**src/rtl/mcu_rx_pkg.sv**
```systemverilog
// Shared types and defaults for the MCU pixel capture stage.
package mcu_rx_pkg;

  typedef enum logic [1:0] {
    IDLE = 2'd0,
    RECV = 2'd1,
    FULL = 2'd2
  } rx_state_t;

  localparam int unsigned H_RES_DEF = 80;
  localparam int unsigned V_RES_DEF = 60;

  typedef logic [12:0] fb_addr_t;

endpackage

```
**src/rtl/sync_edge.sv**
```systemverilog
// N-stage synchroniser for one asynchronous level, with registered one-cycle
// rise/fall pulses taken from the synchronised output.
module sync_edge #(
  parameter int unsigned STAGES = 2
) (
  input  logic clk_i,
  input  logic rst_ni,
  input  logic async_i,
  output logic rise_o,
  output logic fall_o
);

  logic [STAGES-1:0] sync_q;
  logic              dly_q;
  logic              rise_q;
  logic              fall_q;
  logic              sync_lvl;

  assign sync_lvl = sync_q[STAGES-1];

  always_ff @(posedge clk_i or negedge rst_ni) begin
    if (!rst_ni) begin
      sync_q <= '0;
      dly_q  <= 1'b0;
      rise_q <= 1'b0;
      fall_q <= 1'b0;
    end else begin
      sync_q <= {sync_q[STAGES-2:0], async_i};
      dly_q  <= sync_lvl;
      rise_q <= sync_lvl & ~dly_q;
      fall_q <= ~sync_lvl & dly_q;
    end
  end

  assign rise_o = rise_q;
  assign fall_o = fall_q;

endmodule

```
**src/rtl/mcu_pixel_rx.sv**
```systemverilog
// Captures the MCU's asynchronous parallel pixel bus into the system clock and
// writes pixels into the 80x60 framebuffer with row/column addressing.
module mcu_pixel_rx
  import mcu_rx_pkg::*;
#(
  parameter int unsigned H_RES       = H_RES_DEF,
  parameter int unsigned V_RES       = V_RES_DEF,
  parameter int unsigned COL_W       = 7,
  parameter int unsigned ROW_W       = 6,
  parameter int unsigned SYNC_STAGES = 2
) (
  input  logic                   CLK_100MHz,
  input  logic                   RST_N,
  input  logic [7:0]             MCU_DATA,
  input  logic                   MCU_WR,
  input  logic                   MCU_FRAME_N,
  output logic [ROW_W+COL_W-1:0] FB_ADDR,
  output logic [7:0]             FB_COLOR,
  output logic                   FB_WE,
  output logic                   FRAME_DONE,
  output logic                   ERR_OVERRUN,
  output logic                   ERR_SHORT,
  output logic                   BUSY
);

  logic wr_rise;
  logic wr_fall_unused;
  logic frame_rise;
  logic frame_fall;

  sync_edge #(
    .STAGES (SYNC_STAGES)
  ) u_sync_wr (
    .clk_i   (CLK_100MHz),
    .rst_ni  (RST_N),
    .async_i (MCU_WR),
    .rise_o  (wr_rise),
    .fall_o  (wr_fall_unused)
  );

  // FRAME_N is active-low: its synchronised rise closes the frame window.
  sync_edge #(
    .STAGES (SYNC_STAGES)
  ) u_sync_frame (
    .clk_i   (CLK_100MHz),
    .rst_ni  (RST_N),
    .async_i (MCU_FRAME_N),
    .rise_o  (frame_rise),
    .fall_o  (frame_fall)
  );

  logic [SYNC_STAGES-1:0][7:0] data_q;
  logic [7:0]                  data_sync;

  assign data_sync = data_q[SYNC_STAGES-1];

  always_ff @(posedge CLK_100MHz or negedge RST_N) begin
    if (!RST_N) begin
      data_q <= '0;
    end else begin
      data_q <= {data_q[SYNC_STAGES-2:0], MCU_DATA};
    end
  end

  rx_state_t        state_q;
  logic [ROW_W-1:0] row_q;
  logic [COL_W-1:0] col_q;
  logic             col_end;
  logic             last_px;

  assign col_end = (col_q == COL_W'(H_RES - 1));
  assign last_px = col_end && (row_q == ROW_W'(V_RES - 1));

  always_ff @(posedge CLK_100MHz or negedge RST_N) begin
    if (!RST_N) begin
      state_q     <= IDLE;
      row_q       <= '0;
      col_q       <= '0;
      FB_ADDR     <= '0;
      FB_COLOR    <= '0;
      FB_WE       <= 1'b0;
      FRAME_DONE  <= 1'b0;
      ERR_OVERRUN <= 1'b0;
      ERR_SHORT   <= 1'b0;
    end else begin
      FB_WE      <= 1'b0;
      FRAME_DONE <= 1'b0;
      unique case (state_q)
        IDLE: begin
          if (frame_fall) begin
            row_q       <= '0;
            col_q       <= '0;
            ERR_OVERRUN <= 1'b0;
            ERR_SHORT   <= 1'b0;
            state_q     <= RECV;
          end
        end
        RECV: begin
          if (wr_rise) begin
            FB_WE    <= 1'b1;
            FB_ADDR  <= {row_q, col_q};
            FB_COLOR <= data_sync;
            if (last_px) begin
              FRAME_DONE <= 1'b1;
            end else if (col_end) begin
              col_q <= '0;
              row_q <= row_q + ROW_W'(1);
            end else begin
              col_q <= col_q + COL_W'(1);
            end
          end
          // A closing window in the same cycle as the final pixel is a complete frame.
          if (frame_rise) begin
            state_q <= IDLE;
            if (!(wr_rise && last_px)) begin
              ERR_SHORT <= 1'b1;
            end
          end else if (wr_rise && last_px) begin
            state_q <= FULL;
          end
        end
        FULL: begin
          if (wr_rise) begin
            ERR_OVERRUN <= 1'b1;
          end
          if (frame_rise) begin
            state_q <= IDLE;
          end
        end
        default: state_q <= IDLE;
      endcase
    end
  end

  assign BUSY = (state_q == RECV);

endmodule

```
**config.mk**
```make
export PLATFORM = sky130hd
export DESIGN_NAME = mcu_pixel_rx
export DESIGN_NICKNAME = d
export VERILOG_FILES = /design/src/rtl/mcu_rx_pkg.sv /design/src/rtl/sync_edge.sv /design/src/rtl/mcu_pixel_rx.sv
export SDC_FILE = /design/constraint.sdc
export NUM_CORES = 1
export LEC_CHECK = 0
export CORE_MARGIN = 3
export CORE_UTILIZATION = 30
export DETAILED_ROUTE_END_ITERATION = 8
export DONT_BUFFER_PORTS = 1
export GPL_TIMING_DRIVEN = 0
export SKIP_CTS_REPAIR_TIMING = 1
export SYNTH_ARGS = -nofsm -noshare
export SYNTH_HDL_FRONTEND = slang
export SYNTH_SLANG_ARGS = --single-unit
export TNS_END_PERCENT = 100
```
**constraint.sdc**
```tcl
create_clock -name CLK_100MHz -period 1.6 [get_ports CLK_100MHz]
set_clock_uncertainty 0.05 [all_clocks]
set_input_delay 0.32 -clock CLK_100MHz [delete_from_list [all_inputs] [get_ports CLK_100MHz]]
set_output_delay 0.32 -clock CLK_100MHz [all_outputs]
set_load 0.02 [all_outputs]
```
# Word-level counts from Yosys, hierarchy flattened
# Index checks and enable logic that the tools add are counted.
# word_totals
output_inout_bits	26
wordCells	76
register_bits	65
inputBits	12
# op_classes
reduce_logical	11
n_bitwise	6
n_mux	26
eq_ne	13
addsub	2
# op_table
cell	count
7-bit two-way mux	4
6-bit two-way mux	4
7-bit one-hot mux with 2 select lines	1
2-bit by 1-bit inequality test with 1-bit output (second input constant)	6
6-bit one-hot mux with 2 select lines	1
1-bit two-way mux	9
2-bit two-way mux	4
4-bit AND reduction	2
7-bit by 1-bit adder with 7-bit output (second input constant)	1
7-bit equality test (second input constant)	1
6-bit by 1-bit adder with 6-bit output (second input constant)	1
6-bit equality test (second input constant)	1
2-bit one-hot mux with 3 select lines	1
3-bit AND reduction	2
5-bit AND reduction	1
2-bit inequality test (second input constant)	2
1-bit one-hot mux with 2 select lines	2
2-bit nonzero test	2
1-bit AND	3
3-bit by 1-bit inequality test with 1-bit output (second input constant)	1
1-bit inverter	3
2-bit by 1-bit equality test with 1-bit output (second input constant)	1
2-bit equality test (second input constant)	1
1-bit logical AND	2
other kinds (2)	2

# Depth between registers and ports, before layout
# logic_depth
ltp_word	6
ltp_mapped	7
ltp_nobuf	7

# Hierarchy
# A second synthesis with hierarchy kept.
# unflattened
hier_cells	220
area_unflattened_um2	2497.4
# modules_own_cells
mod	area_per_inst_um2	cells_per_inst	seq_area_each_um2	instances
mcu_pixel_rx	2217.1	206	1401.3	1
sync_edge	140.1	7	125.1	2

# Worst setup path before layout
# OpenSTA, ideal clock, no wires.
# synth_path
kind	register to register
from	register col_q[0]
to	register row_q[3]
arrival_ns	1.483
setup_ns	0.126
setup_slack_ns	-0.059
stages_incl_launch_ff	6
period_less_slack_ns	1.659
cell_sequence	dfrtp_1 ha_1 and3_2 nand2_4 o31a_1 a221o_1
# synth_via
elab_chain_cells	4
elab_cells_between_ends	5
# synth_lines
item	line_no	text
start, declared	mcu_pixel_rx.sv:67	logic [COL_W-1:0] col_q;
start signal, assigned	mcu_pixel_rx.sv:109	col_q <= col_q + COL_W'(1);
7-bit equality test *	mcu_pixel_rx.sv:71	assign col_end = (col_q == COL_W'(H_RES - 1));
1-bit logical AND	mcu_pixel_rx.sv:72	assign last_px = col_end && (row_q == ROW_W'(V_RES - 1));
2-bit inequality test (no source line)	-	
5-bit AND reduction (no source line) *	-	
end signal, assigned	mcu_pixel_rx.sv:107	row_q <= row_q + ROW_W'(1);
end, declared	mcu_pixel_rx.sv:66	logic [ROW_W-1:0] row_q;
# Every way passes the cells marked *; elsewhere a longest branch is shown, timed or not.
# A chain may end at the register's enable or synchronous reset.

# Worst setup path in the final report
# layout_path
from	register col_q[1]
to	register row_q[3]
# The elaborated chain is that of the path after synthesis.

==> impl_metrics.py <==
metrics = {
    "status": {
        "status": "finished with violations",
        "violations": "negative hold slack, negative setup slack",
    },
    "detailed_routing": {
        "drtPass1Iterations": 4,
        "antenna_left": 0,
        "wl_per_cell_um": 13.7,
        "drc": 0,
        "drtIter0Drc": 85,
        "vias_per_cell": 4.59,
        "wl_mm": 4.84,
        "via_count": 1619,
    },
    "power": {
        "p_total_w": 0.00378,
        "p_sw_w": 0.00107,
        "p_int_w": 0.00272,
        "ir_worst_vdd_uv": 682,
        "p_leak_nw": 1.44,
        "switching_share_pct": 28.2,
        "seqPwrFrac_pct": 54.3,
        "pwr-share-clk_pct": 36.8,
        "combPwrFrac_pct": 8.8,
        "powerDensity_nw_per_um2": 1270,
    },
    "min_path": {
        "hold_class": "in2async",
    },
    "yosys": {
        "syn-cell-area_um2": 2410,
        "yosysMostFrequentCell": "nand2_1",
        "ys_async_sr_fraction_pct": 100,
        "ys_types": 42,
        "yosysTopAreaCell": "dfrtp_1",
        "synth_warnings": 0,
        "yosys-top-cells-area": "dfrtp_1, nand2_1, and3_1, a21oi_1, ha_1",
        "syn_nets": 227,
        "ys_top_cells_by_count": "nand2_1, dfrtp_1",
        "synth_top_area_share_pct": 67.4,
        "ys.flop_type": "dfrtp_1",
        "synthCells": 213,
        "synth_edf_count": 0,
        "yosys_register_bits": 65,
        "synth_seq_area_share_pct": 67.4,
        "synth_area_per_cell_um2": 11.3,
    },
    "critical_path": {
        "reg2reg_depth": 5,
        "r2r_slack_ns": -0.12,
        "required_ns": 1.77,
        "path_max_fanout": 7,
        "crit_start": "col_q[1]",
        "path_class": "reg2reg",
        "crit_path_start_kind": "flop",
        "reg2reg_from": "col_q[1]",
        "crit_path_end": "row_q[3]",
        "r2r_end": "row_q[3]",
        "crit_path_end_kind": "flop",
        "arrival_ns": 1.89,
    },
    "layout": {
        "drive_gt1_share_pct": 20.7,
        "final_cell_area_um2": 2990,
        "n_antenna_cell": 0,
        "stdcell_count": 353,
        "area_growth_pct": 23.7,
        "n_fill_cell": 764,
        "nets": 260,
    },
    "floorplanning": {
        "core_um2": 7770,
        "start_util_pct": 31.1,
        "die_area_um2": 9160,
        "die_w_um": 95.7,
        "io_pins": 38,
        "rows": 32,
        "die_h_um": 95.7,
    },
    "flow_run": {
        "maxCapViolations": 0,
    },
    "global_routing": {
        "grtUsageTotal_pct": 11.2,
        "grt_max_degree": 66,
        "grt_overflow": 0,
        "grt_pass1_vias": 1463,
        "antenna_found_initial": 0,
        "grt_pass1_wl_mm": 7.57,
    },
    "sta": {
        "setup_slack_ns": -0.120,
        "setup_viol": 4,
        "fmax_ghz": 0.582,
        "post-route-period-util_pct": 107,
        "worstMarginPinSlew_ns": 0.355,
        "final-max-slew-violation-count": 0,
        "maxSlewHeadroom_pct": 76.2,
        "hold_slack_ns": -0.383,
        "hold_viol_final": 65,
        "rsz0062_at_grt": "true",
        "fin_crit_ns": 1.72,
    },
    "clock_network": {
        "htreeDepth": 3,
        "cts_buffer_depth": 2,
        "cts_buffers": 9,
        "clock_sinks": 65,
        "cts_tree": "built",
        "cts.clk_slew.worst_paths_ns": 0.07,
        "clock_latency_ns": 0.34,
        "root_buffer": "clkbuf_8",
    },
    "placement": {
        "port_buffers": 0,
        "place_congestion": 0.809,
        "dp.cells": 315,
        "place_ws_ns": -0.298,
        "hpwl_mm": 2.99,
        "place_area_um2": 2550,
    },
}
[critical path, stage by stage, from the launching register on]
cell	delay, ns
dfrtp_1	0.39
ha_2	0.21
and3_4	0.21
nand2_4	0.08
o31a_1	0.35
a221o_1	0.33
[layer usage]
layer | track usage, % | part of all wire, % | vias up
met5 | 0 | 0 | -
met4 | 3.55 | 1.2 | 0
met3 | 5.55 | 6.1 | 6
met2 | 16.4 | 48 | 46
met1 | 14.4 | 45 | 785
li1 | - | - | 782
[per-stage QoR]
stage | hold slack, ns | util, % | setup TNS, ns
finish | -0.383 | 38.5 | -0.317
detailed placement | -0.0245 | 32.8 | -6.98
CTS | -0.401 | 35.3 | -7.52
global placement | -0.0241 | 32.8 | -6.02
global route | -0.416 | 38.5 | -0.520
floorplan | -0.0256 | - | -0.0692
[cell type report]
cell class / count / area (um2) / area share, %
timing repair buffer: 22 / 190 / 6.37
inverter: 4 / 31.3 / 1.05
clock buffer: 11 / 141 / 4.73
buffer: 6 / 38.8 / 1.30
clock inverter: 5 / 55.1 / 1.84
multi-input combinational: 138 / 774 / 25.9
sequential: 65 / 1630 / 54.5
tap: 102 / 128 / 4.27
[sequential cells by signal (all words and copies together), names as in the netlist, 2 cells and up]
register / count
row_q: 6
data_sync: 8
u_sync_wr.sync_q: 2
state_q: 2
FB_COLOR: 8
col_q: 7
FB_ADDR: 13
data_q: 8
u_sync_frame.sync_q: 2
[worst min-delay path by stage]
stage	startpoint	to	slack, ns
after floorplan	RST_N	ERR_OVERRUN	-0.03
after global placement	RST_N	data_q[2]	-0.02
after detailed placement	RST_N	data_q[2]	-0.02
after CTS	RST_N	row_q[0]	-0.40
after global routing	RST_N	data_q[2]	-0.42
final	RST_N	data_q[2]	-0.38
[cell usage in the layout, fill, tap and decap left out, drive strengths merged, types with 2 or more instances in the layout]
| master | Yosys | layout |
|---|---|---|
| o21ai | 5 | 5 |
| nor2b | 4 | 4 |
| nand2b | 2 | 2 |
| buf | 3 | 16 |
| nand4 | 4 | 4 |
| inv | 2 | 2 |
| a221o | 2 | 2 |
| ha | 2 | 2 |
| dfrtp | 65 | 65 |
| o211ai | 2 | 2 |
| nor2 | 5 | 5 |
| nand2 | 73 | 73 |
| dlygate4sd3 | 0 | 10 |
| clkinv | 2 | 3 |
| and2 | 2 | 2 |
| and3 | 6 | 6 |
| nor3 | 3 | 3 |
| or2 | 2 | 2 |
| nand3 | 5 | 5 |
| clkbuf | 3 | 13 |
| a21oi | 5 | 5 |
| clkinvlp | 0 | 3 |
| mux2i | 2 | 2 |
[kinds of logic after synthesis]
| logic type | count (synthesis) | share of synthesized area [%] |
|---|---|---|
| fa+ha+maj | 2 | 1.04 |
| flops | 65 | 67.4 |
| compound gates | 23 | 6.69 |
| simple gates | 109 | 21.5 |
| buf+inv | 10 | 1.76 |
| xor+xnor | 1 | 0.363 |
| mux | 3 | 1.30 |
[power groups by stage]
stage               logic, W  registers [W]  clock network (W)
finish              0.000334        0.00206            0.00139
global route        0.000377        0.00207            0.00153
CTS                 0.000241        0.00207            0.00144
detailed placement  0.000239        0.00210                  0
global placement    0.000232        0.00209                  0
floorplan           0.000190        0.00205                  0
Power figures use the tool's default switching activity.
